--- src/rtl/lut_ctrl_pkg.sv ---
// rtl/lut_ctrl_pkg.sv - shared types and constants for the LUT evaluation controller
package lut_ctrl_pkg;

    localparam int LUT_DEPTH = 16;
    localparam int SEL_W     = 4;
    localparam int CNT_W     = $clog2(LUT_DEPTH);

    typedef enum logic [1:0] {
        UNCFG = 2'd0,
        LOAD  = 2'd1,
        IDLE  = 2'd2,
        EVAL  = 2'd3
    } state_t;

endpackage

--- src/rtl/lut_rr_arb.sv ---
// rtl/lut_rr_arb.sv - combinational round-robin arbiter, search starts after ptr
module lut_rr_arb #(
    parameter int NREQ = 4,
    parameter int IDW  = $clog2(NREQ)
) (
    input  logic [NREQ-1:0] req,
    input  logic [IDW-1:0]  ptr,
    output logic            any,
    output logic [IDW-1:0]  winner
);

    logic [IDW-1:0] idx;

    // Scan from farthest to nearest so the closest asserted request after ptr wins.
    always_comb begin
        any    = 1'b0;
        winner = '0;
        idx    = '0;
        for (int k = NREQ; k >= 1; k--) begin
            idx = IDW'((int'(ptr) + k) % NREQ);
            if (req[idx]) begin
                any    = 1'b1;
                winner = idx;
            end
        end
    end

endmodule

--- src/rtl/lut_eval_ctrl.sv ---
// rtl/lut_eval_ctrl.sv - serial truth-table loader and round-robin evaluation sharer for one 16:1 LUT
module lut_eval_ctrl
    import lut_ctrl_pkg::*;
#(
    parameter int NREQ = 4,
    parameter int IDW  = $clog2(NREQ)
) (
    input  logic                  clk,
    input  logic                  rst,
    input  logic                  cfg_start,
    input  logic                  cfg_valid,
    input  logic                  cfg_bit,
    output logic                  cfg_ready,
    output logic                  cfg_done,
    output logic                  configured,
    input  logic [NREQ-1:0]       req,
    input  logic [SEL_W*NREQ-1:0] req_sel,
    output logic [NREQ-1:0]       gnt,
    output logic                  rsp_valid,
    output logic                  rsp_data,
    output logic [IDW-1:0]        rsp_id,
    output logic [LUT_DEPTH-1:0]  LUT_input,
    output logic [SEL_W-1:0]      LUT_sel,
    input  logic                  LUT_output
);

    state_t               state, state_nxt;
    logic [CNT_W-1:0]     count;
    logic [LUT_DEPTH-1:0] shadow, shadow_nxt;
    logic [IDW-1:0]       ptr, win, win_q;
    logic                 any;
    logic                 load_clr, bit_acc, commit, grant_en, eval_en;
    logic [SEL_W-1:0]     sel_arr [NREQ];

    lut_rr_arb #(.NREQ(NREQ), .IDW(IDW)) u_arb (
        .req    (req),
        .ptr    (ptr),
        .any    (any),
        .winner (win)
    );

    always_comb begin
        for (int i = 0; i < NREQ; i++) begin
            sel_arr[i] = req_sel[i*SEL_W +: SEL_W];
        end
    end

    // Shadow including the bit being accepted this cycle, so commit captures all 16.
    always_comb begin
        shadow_nxt        = shadow;
        shadow_nxt[count] = cfg_bit;
    end

    always_ff @(posedge clk) begin
        if (rst) state <= UNCFG;
        else     state <= state_nxt;
    end

    always_comb begin
        state_nxt = state;
        case (state)
            UNCFG: if (cfg_start) state_nxt = LOAD;
            LOAD:  if (!cfg_start && cfg_valid && count == CNT_W'(LUT_DEPTH - 1)) state_nxt = IDLE;
            IDLE: begin
                if (cfg_start)              state_nxt = LOAD;
                else if (configured && any) state_nxt = EVAL;
            end
            EVAL:  state_nxt = IDLE;
            default: state_nxt = UNCFG;
        endcase
    end

    // Restart inside LOAD takes precedence over a simultaneous bit.
    always_comb begin
        cfg_ready = (state == LOAD);
        load_clr  = cfg_start && (state != EVAL);
        bit_acc   = (state == LOAD) && cfg_valid && !cfg_start;
        commit    = bit_acc && (count == CNT_W'(LUT_DEPTH - 1));
        grant_en  = (state == IDLE) && !cfg_start && configured && any;
        eval_en   = (state == EVAL);
    end

    always_ff @(posedge clk) begin
        if (rst) begin
            count      <= '0;
            shadow     <= '0;
            cfg_done   <= 1'b0;
            configured <= 1'b0;
            gnt        <= '0;
            rsp_valid  <= 1'b0;
            rsp_data   <= 1'b0;
            rsp_id     <= '0;
            LUT_input  <= '0;
            LUT_sel    <= '0;
            ptr        <= IDW'(NREQ - 1);
            win_q      <= '0;
        end else begin
            cfg_done  <= 1'b0;
            gnt       <= '0;
            rsp_valid <= 1'b0;
            if (load_clr) begin
                count  <= '0;
                shadow <= '0;
            end else if (bit_acc) begin
                shadow <= shadow_nxt;
                count  <= count + CNT_W'(1);
            end
            if (commit) begin
                LUT_input  <= shadow_nxt;
                configured <= 1'b1;
                cfg_done   <= 1'b1;
            end
            if (grant_en) begin
                gnt     <= NREQ'(1) << win;
                LUT_sel <= sel_arr[win];
                ptr     <= win;
                win_q   <= win;
            end
            if (eval_en) begin
                rsp_data  <= LUT_output;
                rsp_id    <= win_q;
                rsp_valid <= 1'b1;
            end
        end
    end

endmodule

--- config.mk ---
export PLATFORM = sky130hd
export DESIGN_NAME = lut_eval_ctrl
export DESIGN_NICKNAME = d
export VERILOG_FILES = /design/src/rtl/lut_ctrl_pkg.sv /design/src/rtl/lut_rr_arb.sv /design/src/rtl/lut_eval_ctrl.sv
export SDC_FILE = /design/constraint.sdc
export NUM_CORES = 1
export LEC_CHECK = 0
export CAP_MARGIN = 10
export CORE_ASPECT_RATIO = 1.4
export CORE_MARGIN = 1.5
export CORE_UTILIZATION = 35
export CTS_CLUSTER_DIAMETER = 50
export DETAILED_ROUTE_END_ITERATION = 6
export PLACE_DENSITY_LB_ADDON = 0.1
export SLEW_MARGIN = 20
export SYNTH_ARGS = -nofsm -noshare
export SYNTH_HDL_FRONTEND = slang
export SYNTH_SLANG_ARGS = --single-unit
--- constraint.sdc ---
create_clock -name clk -period 1.9 [get_ports clk]
set_input_delay 0.475 -clock clk [delete_from_list [all_inputs] [get_ports clk]]
set_output_delay 0.475 -clock clk [all_outputs]
set_load 0.02 [all_outputs]
; ---- Word-level counts from Yosys, hierarchy flattened
; Cells that the tools add are included.
[totals]
ff_bits = 56
latchBits = 0
ramBits = 0
mem_bits_ro = 0
inputBits = 26
output_inout_bits = 31
elab_cells = 81
mem_count = 0
[op_classes]
addsub = 5
multipliers = 0
div_mod_pow = 0
magnitude_cmp = 7
n_eq_ne = 8
n_shift = 1
n_mux = 29
n_bitwise = 2
reduce_logical = 16
[ops]
columns = cell, n
row1 = $bwmux 16, 1
row2 = $mux 2, 8
row3 = $lt 2x3->1 const B, 4
row4 = $logic_and 1x1->1, 11
row5 = $mux 1, 11
row6 = $bmux 1 s2, 4
row7 = $bmux 4 s2, 1
row8 = $mux 4, 2
row9 = $pmux 2 s4, 1
row10 = $lt 4x5->1 const B, 1
row11 = $add 2x1->2 const B, 2
row12 = $add 2x2->2 const B, 2
row13 = $add 4x1->4 const B, 1
row14 = $demux 1 s4, 1
row15 = $eq 2x2->1 const B, 2
row16 = $eq 4x4->1 const B, 1
row17 = $ge 4x1->1 const B, 1
row18 = $ne 2x2->1 const B, 2
row19 = $reduce_or 2->1, 2
row20 = $shl 1x2->4 const A, 1
row21 = $ge 3x3->1 const B, 1
row22 = $ne 3x3->1 const B, 1
row23 = $not 2->3, 1
row24 = $reduce_and 3->1, 1
row25 = other kinds (5), 5

; ---- Logic depth before layout (Yosys ltp)
; Gate-level depths: netlist of the first run.
[depth]
ltp_word = 11
ltp_mapped = 7
ltp_nobuf = 5

; ---- Cells and area by module
; A second synthesis of the first run with hierarchy kept.
[unflattened]
hier_cells = 259
hier_area_um2 = 2508.7
[modules_own_cells]
columns = module, n_inst, cells_per_inst, area_per_inst_um2
row1 = lut_eval_ctrl, 1, 245, 2417.3
row2 = lut_rr_arb, 1, 14, 91.3

; ---- Worst setup path before layout of the first run
; OpenSTA, ideal clock, no wires.
[synth_path]
path_type = input to register
startpoint = input req[1]
endpoint = register LUT_sel[0]
t_arrival_ns = 1.599
required_ns = 1.750
setup_slack_ns = 0.151
stages = 5
cell_sequence = or2_1 -> a311oi_2 -> buf_4 -> mux2i_1 -> o221ai_1
[synth_via]
elab_chain_len = 10
word_cells_on_any_way = 21
cone_classes = 19 x mux / 1 x bitwise / 1 x reduce/logical
[synth_lines]
columns = element, line
row1 = start: declaration, lut_eval_ctrl.sv:16  ; input logic [NREQ-1:0] req,
row2 = $bmux 1 s2, lut_rr_arb.sv:21  ; if (req[idx]) begin
row3 = $mux 1 (not written as such), lut_rr_arb.sv:21
row4 = $mux 2 (4 in a row), lut_rr_arb.sv:21
row5 = $not 2->3 (not written as such), lut_eval_ctrl.sv:115  ; LUT_sel <= sel_arr[win];
row6 = $bmux 4 s2, lut_eval_ctrl.sv:115
row7 = $mux 4 (not written as such) (2 in a row), lut_eval_ctrl.sv:115
row8 = end signal: assignment, lut_eval_ctrl.sv:115
row9 = end: declaration, lut_eval_ctrl.sv:23  ; output logic [SEL_W-1:0] LUT_sel,
; Several ways; a longest one is shown, not always the timed one. The select of a mux whose other input is x is not followed.
; A chain may end at the register's enable or synchronous reset.

; ---- Worst setup path after layout of the first run
[layout_path]
startpoint = register configured
endpoint = output configured
[layout_rtl]
columns = element, line
row1 = start: declaration, lut_eval_ctrl.sv:15  ; output logic configured,
row2 = start signal: assignment, lut_eval_ctrl.sv:88  ; configured <= 1'b0;
row3 = start signal: assignment, lut_eval_ctrl.sv:110  ; configured <= 1'b1;
; No word-level cell between the ends.

==> results of run 1 <==
## state kept, by name, summed over array words and instances (netlist names)
signal	cells
rsp_id	2
LUT_input	16
LUT_sel	4
win_q	2
rsp_data	1
rsp_valid	1
state	2
configured	1
shadow	15
ptr	2
gnt	4
count	4
cfg_done	1
## kinds of logic after synthesis
family | synth area share [%]
muxes | 15.86
buffers and inverters | 5.738
AOI/OAI and AO/OA | 6.781
and+or+nand+nor | 22.90
adders and majority gates | 2.087
xor gates and xnor gates | 0.7304
DFF | 45.91
## final cells by class
type / instances / share of cell area (%)
multi-input combinational: 176 / 36.13
tap: 92 / 3.463
sequential: 55 / 33.16
clock buffer: 5 / 2.070
timing repair buffer: 81 / 23.71
clock inverter: 3 / 0.6775
inverter: 7 / 0.7904
## worst min-delay path by stage
| stage | startpoint | end | slack (ns) | cells after the start |
|---|---|---|---|---|
| 4_1_cts | rsp_id[0] | rsp_id[0] | 0.47 | 2 |
| 6_report | rsp_id[1] | rsp_id[1] | 0.46 | 2 |
| 2_1_floorplan | win_q[1] | win_q[1] | 0.44 | 2 |
| 5_1_grt | rsp_id[0] | rsp_id[0] | 0.50 | 2 |
| 3_5_place_dp | rsp_id[0] | rsp_id[0] | 0.45 | 2 |
| 3_3_place_gp | rsp_id[0] | rsp_id[0] | 0.45 | 2 |
## what timing repair did
item                       CTS  global route
pin swaps                    1             1
resized for setup            3            12
setup endpoints to repair    7            21
## power by group
part           internal (mW)  switching, mW  total, mW
sequential              1.15        0.00357       1.16
combinational         0.0926         0.0777      0.170
clock                  0.268          0.396      0.664
total                   1.51          0.478       1.99
## worst min-delay path: cells and delay by family (launching register included)
family             cells  cell delay [ns]
and+or+nand+nor        1             0.05
AOI/OAI and AO/OA      1             0.05
DFF                    1             0.32
## cells in the mapped netlist (2+ instances only)
cell                       instances
sky130_fd_sc_hd__ha_1              4
sky130_fd_sc_hd__o21ai_0           4
sky130_fd_sc_hd__inv_1             7
sky130_fd_sc_hd__a211oi_1          3
sky130_fd_sc_hd__buf_6             2
sky130_fd_sc_hd__or2b_2            3
sky130_fd_sc_hd__nand3_1          16
sky130_fd_sc_hd__nor2b_1           2
sky130_fd_sc_hd__buf_2             3
sky130_fd_sc_hd__nor2_1           47
sky130_fd_sc_hd__clkbuf_1         10
sky130_fd_sc_hd__nor3_1            2
sky130_fd_sc_hd__nor3b_1           3
sky130_fd_sc_hd__buf_4             3
sky130_fd_sc_hd__nand2b_1          3
sky130_fd_sc_hd__dfxtp_1          55
sky130_fd_sc_hd__nand2_1          11
sky130_fd_sc_hd__nor4_1            4
sky130_fd_sc_hd__a21oi_1          10
sky130_fd_sc_hd__nand4_1           4
sky130_fd_sc_hd__mux2i_1          38
sky130_fd_sc_hd__o221ai_1          4
## metal layers
layer,wire length [µm],vias to the layer above,global-route usage (%)
met2,2768,50,27.88
met3,251,7,3.200
met1,2312,881,17.22
met5,0,-,0
li1,-,1017,-
met4,81,0,5.660
## per-stage QoR
stage	worst slack [ns]	instance area, µm²	power, mW	util (%)
2_1_floorplan	0.1507	2399	1.256	-
3_3_place_gp	-0.3569	3176	1.354	48.02
3_5_place_dp	-0.4119	3176	1.353	48.02
4_1_cts	0.006122	3271	2.024	49.46
5_1_grt	0.01713	3324	2.081	50.27
6_report	0.06206	3324	1.992	50.27
==> results by group, run 1 <==
GRT
  – Global-route congestion overflow total: 0
  – First-pass GRT wire length: between 8 and 9 mm
  – Via count of the first global-routing pass: roughly 1900
  – Pin count of the biggest net entering global routing: 27
  – Global-route total usage across every layer: between 10% and 20%
  – Antenna violations before repair: 0

Detailed routing
  – Vias: about 2000
  – Via-to-Cell Ratio: 4.666
  – Mean routed wirelength per cell: approximately 13 µm
  – Length of the first detailed-routing pass in iterations: 4
  – Final Routed Wirelength: ~5.4 mm
  – Remaining antenna violation count: 0
  – Post-route DRC: 0
  – Detailed Route Iter0 Violations: 43

Setup path
  – Worst stage delay on the critical path: approximately 0.63 ns
  – CP startpoint kind: flip-flop
  – Required arrival time at the worst endpoint: around 1.4 ns
  – Worst setup EP type: primary output
  – CP startpoint: configured
  – Critical path arrival: 1.36 ns
  – Startpoint-to-endpoint class of the critical path: reg -> out
  – Critical Path, Cell by Cell: clkdlybuf4s50_1
  – Critical-path cell with the highest stage delay: sky130_fd_sc_hd__clkdlybuf4s50_1
  – CP endpoint: configured
  – R2R setup slack: around 0.26 ns
  – Endpoint of the lowest-slack register-to-register path: LUT_input[11]
  – Critical path depth: 1
  – Launch instance of the worst register-to-register path: count[0]
  – Critical path fanouts, max: 3
  – FF-to-FF path depth: 6
  – Critical path buffer and inverter count: 1
  – Crit-path leading delay family: buffers and inverters

Floorplanning
  – Row count: 35
  – I/O pins: between 50 and 60
  – Effective utilization at floorplan: between 30% and 40%
  – Core area: 6613 µm²
  – Chip Height: just over 100 µm
  – Die Footprint: about 7400 µm²
  – Die width: 72.97 µm

Timing
  – Shortest clock period the worst path allows after layout: about 1.8 ns
  – Unrepaired setup endpoints after global routing: false
  – Hold_ws: around 0.46 ns
  – Final Hold Violating Endpoints: 0
  – Share of the cycle needed by the critical path after routing: between 90 and 100%
  – Total count of max-transition violations in the final report: 0
  – Setup tns final: 0 ns
  – Worst-margin pin slew: between 0.3 and 0.4 ns
  – Worst clock skew: ~0.011 ns
  – Highest clock rate: around 0.54 GHz
  – Relative slew slack: 73.86%
  – Final Setup Violations: 0

Placed design
  – DP Wirelength: ~4 mm
  – Number of I/O port buffers: 56
  – Final GP Congestion: ~0.76
  – Number of placed instances, taps included: 411

Min path
  – Worst min-delay path class: reg -> reg

Synth
  – Syn_nets: about 290
  – Area leader, netlist: sky130_fd_sc_hd__dfxtp_1
  – Ranking of synthesized cells by area: sky130_fd_sc_hd__dfxtp_1, sky130_fd_sc_hd__mux2i_1, sky130_fd_sc_hd__nor2_1
  – Post-synthesis instance area: ~2400 µm²
  – Number of register bits inferred by synthesis: 55
  – Synth async-reset ratio: 0%
  – Mean post-synth cell area: 9.333 µm²
  – Share of the synthesized area in the top cell type: a little under half
  – Sequential element share of the synthesized area: a little under half
  – Number of instances in the synthesized netlist: ~260
  – Warnings, synthesis: 0
  – Flip-flop cell with the highest count after synthesis: sky130_fd_sc_hd__dfxtp_1
  – Count of cell types in the netlist: between 40 and 50
  – Count of flip-flops with a built-in enable after synthesis: 0

Layout
  – Number of standard cells in the layout, taps in and fillers out: roughly 420
  – Most used cells in the layout excluding fill and tap cells: sky130_fd_sc_hd__dfxtp_1, sky130_fd_sc_hd__clkdlybuf4s50_1, sky130_fd_sc_hd__nor2_1, sky130_fd_sc_hd__mux2i_1, sky130_fd_sc_hd__buf_4
  – Multi-input gate area: around 1200 µm²
  – Area growth syn-to-layout: 38.60%
  – Final net count: 356
  – Fillers: 633
  – Number of diodes: 0
  – Area used by sequential logic in the layout: about 1100 µm²
  – Commonest non-fill, non-tap cell in the layout: sky130_fd_sc_hd__dfxtp_1
  – Layout cells sized above 1: 15.60%

Clock network
  – Clock latency at the later pin of the worst-skew pair: 0.31 ns
  – Master cell of the clock root buffer: sky130_fd_sc_hd__clkbuf_8
  – CTS Sinks: 55
  – TritonCTS clock tree: built
  – Maximum root-to-sink buffer count: 2
  – Htree depth: 2
  – Post-CTS Repair Setup Buffers: 0
  – Post-CTS Hold Fix Bufs: 0
  – Number of buffers added by the clock tree synthesis step: 5
  – Clk pin slew, worst setup/hold paths: 0.11 ns

Status
  – Status: finished, final reports clean

Power and ir drop
  – Standby leakage power: approximately 1.3 nW
  – Worst vdd ir: roughly 0.47 mV
  – PD cells: between 500 and 600 nW/µm²

Job
  – Count of max-cap constraint violations: 0
(Power assumes the default switching activity.)
==> run 2, diff against run 1 <==
--- a/config.mk
+++ b/config.mk
@@ -12,6 +12,7 @@
 export CTS_CLUSTER_DIAMETER = 50
 export DETAILED_ROUTE_END_ITERATION = 6
 export PLACE_DENSITY_LB_ADDON = 0.1
+export RECOVER_POWER = 100
 export SLEW_MARGIN = 20
 export SYNTH_ARGS = -nofsm -noshare
 export SYNTH_HDL_FRONTEND = slang
==> results by group, run 2 (synthesized netlist as in run 1, its figures left out) <==
Clock network
  – Maximum root-to-sink buffer count: 2 (unchanged)
  – Htree depth: 2 (unchanged)
  – Number of buffers added by the clock tree synthesis step: 5 (unchanged)
  – Clk pin slew, worst setup/hold paths: 0.11 ns (about the same)
  – Master cell of the clock root buffer: sky130_fd_sc_hd__clkbuf_8 (unchanged)
  – CTS Sinks: 55 (unchanged)
  – Clock latency at the later pin of the worst-skew pair: 0.31 ns (about the same)
  – TritonCTS clock tree: built (unchanged)

Floorplanning
  – I/O pins: 57 (unchanged)
  – Chip Height: 101.0 µm (unchanged)
  – Effective utilization at floorplan: 36.27% (unchanged)
  – Row count: 35 (unchanged)
  – Die width: 72.97 µm (unchanged)
  – Die Footprint: 7366 µm² (unchanged)
  – Core area: 6613 µm² (unchanged)

Layout
  – Core utilization of the finished layout: 49.46% (was 50.27%)
  – Commonest non-fill, non-tap cell in the layout: sky130_fd_sc_hd__dfxtp_1 (unchanged)
  – Final Instance Area: 3271 µm² (was 3324 µm²)
  – Flip-flop count of the largest register, all copies and words added: 16 (unchanged)
  – Fillers: 642 (was 633)
  – Multi-input gate area: 1176 µm² (was 1201 µm²)
  – Area growth syn-to-layout: 36.36% (was 38.60%)
  – Layout cells sized above 1: 13.46% (was 15.60%)
  – Number of standard cells in the layout, taps in and fillers out: 419 (unchanged)
  – Most flops, register: LUT_input (unchanged)
  – Number of diodes: 0 (unchanged)
  – Area used by sequential logic in the layout: 1102 µm² (unchanged)
  – Biggest regs: LUT_input (16), shadow (15) (unchanged)
  – Final net count: 356 (unchanged)
  – Most used cells in the layout excluding fill and tap cells: sky130_fd_sc_hd__dfxtp_1, sky130_fd_sc_hd__nor2_1, sky130_fd_sc_hd__mux2i_1, sky130_fd_sc_hd__dlygate4sd3_1, sky130_fd_sc_hd__clkdlybuf4s50_1 (was sky130_fd_sc_hd__dfxtp_1, sky130_fd_sc_hd__clkdlybuf4s50_1, sky130_fd_sc_hd__nor2_1, sky130_fd_sc_hd__mux2i_1, sky130_fd_sc_hd__buf_4)

Detailed routing
  – Length of the first detailed-routing pass in iterations: 4 (unchanged)
  – Remaining antenna violation count: 0 (unchanged)
  – Via-to-Cell Ratio: 4.702 (was 4.666)
  – Detailed Route Iter0 Violations: 49 (was 43)
  – Final Routed Wirelength: 5.409 mm (was 5.414 mm)
  – Mean routed wirelength per cell: 12.91 µm (was 12.92 µm)
  – Post-route DRC: 0 (unchanged)
  – Vias: 1970 (was 1955)

Placed design
  – Post-DP Area: 3176 µm² (unchanged)
  – Final GP Congestion: 0.7603 (unchanged)
  – DP Wirelength: 4.025 mm (unchanged)
  – Number of I/O port buffers: 56 (unchanged)
  – Number of placed instances, taps included: 411 (unchanged)
  – Worst Setup Slack post-DPL: -0.4119 ns (unchanged)

Timing
  – Worst-margin pin slew: 0.4137 ns (was 0.3889 ns)
  – Share of the cycle needed by the critical path after routing: 96.68% (was 96.73%)
  – Worst clock skew: 0.01239 ns (was 0.01102 ns)
  – Final Hold Violating Endpoints: 0 (unchanged)
  – Total count of max-transition violations in the final report: 0 (unchanged)
  – Shortest clock period the worst path allows after layout: 1.837 ns (was 1.838 ns)
  – Relative slew slack: 72.42% (was 73.86%)
  – Unrepaired setup endpoints after global routing: false (unchanged)
  – Highest clock rate: 0.5444 GHz (was 0.5441 GHz)
  – Post-layout worst setup margin: 0.06306 ns (was 0.06206 ns)
  – Final Setup Violations: 0 (unchanged)

Min path
  – Worst min-delay path class: reg -> reg (unchanged)

Setup path
  – Critical path buffer and inverter count: 1 (unchanged)
  – Critical path fanouts, max: 3 (unchanged)
  – Startpoint-to-endpoint class of the critical path: reg -> out (unchanged)
  – Worst stage delay on the critical path: 0.63 ns (about the same)
  – CP startpoint kind: flip-flop (unchanged)
  – Worst setup EP type: primary output (unchanged)
  – Required arrival time at the worst endpoint: 1.42 ns (about the same)
  – Crit-path leading delay family: buffers and inverters (unchanged)
  – Critical Path, Cell by Cell: clkdlybuf4s50_1 (unchanged)
  – Critical-path cell with the highest stage delay: sky130_fd_sc_hd__clkdlybuf4s50_1 (unchanged)
  – Critical path arrival: 1.36 ns (about the same)

GRT
  – Global-route congestion overflow total: 0 (unchanged)
  – Global-route total usage across every layer: 15.32% (unchanged)
  – Pin count of the biggest net entering global routing: 27 (unchanged)
  – First-pass GRT wire length: 8.749 mm (unchanged)
  – Antenna violations before repair: 0 (unchanged)
  – Via count of the first global-routing pass: 1906 (unchanged)

Status
  – Status: finished, final reports clean (unchanged)

Power and ir drop
  – PD cells: 605.8 nW/µm² (was 599.3 nW/µm²)
  – Worst vdd ir: 0.4614 mV (was 0.4655 mV)
  – Overall Power: 1.981 mW (was 1.992 mW)
  – Standby leakage power: 1.373 nW (was 1.297 nW)

Job
  – Count of max-cap constraint violations: 0 (unchanged)
## run 2: worst paths after layout
| path | end | slack (ns) | cells after the start | startpoint |
|---|---|---|---|---|
| hold reg to reg | rsp_id[1] | 0.46 | 2 | rsp_id[1] |
| setup / recovery | configured | 0.06 | 1 | configured |
| setup reg to reg | LUT_input[11] | 0.24 | 6 | count[0] |
| hold / removal | rsp_id[1] | 0.46 | 2 | rsp_id[1] |
## run 2: area by class of cell
| class | count | area share [%] |
|---|---|---|
| Timing Repair Buffer | 81 | 23.22 |
| Sequential cell | 55 | 33.70 |
| Clock buffer | 5 | 2.104 |
| Inverter | 7 | 0.8034 |
| Tap cell | 92 | 3.519 |
| Multi-Input combinational cell | 176 | 35.96 |
| Clock inverter | 3 | 0.6886 |
## run 2: timing repair
action                                  CTS  global route
resized for setup                         3            12
hold buffers                              0             0
endpoints found under the setup margin    7            21
pin swaps                                 1             1
buffers inserted                          0             0
## run 2: per-stage QoR
stage          hold WS [ns]  TNS [ns]
3_5_place_dp         0.4543    -9.602
3_3_place_gp         0.4453    -9.461
6_report             0.4598         0
5_1_grt              0.5019         0
2_1_floorplan        0.4366         0
4_1_cts              0.4697         0
## run 2: metal layers
layer / track usage [%] / vias to the layer above / wire length (µm) / share of wire [%]
met2: 27.88 / 48 / 2771 / 51
met4: 5.660 / 0 / 81 / 1.5
li1: - / 1018 / - / -
met5: 0 / - / 0 / 0
met3: 3.200 / 7 / 246 / 4.5
met1: 17.22 / 897 / 2310 / 43
## run 2: power by group
part	total, mW	switching [mW]	internal, mW
Combinational	0.162	0.0749	0.0873
Clock	0.661	0.394	0.267
Sequential	1.16	0.00358	1.15
Total	1.98	0.472	1.51
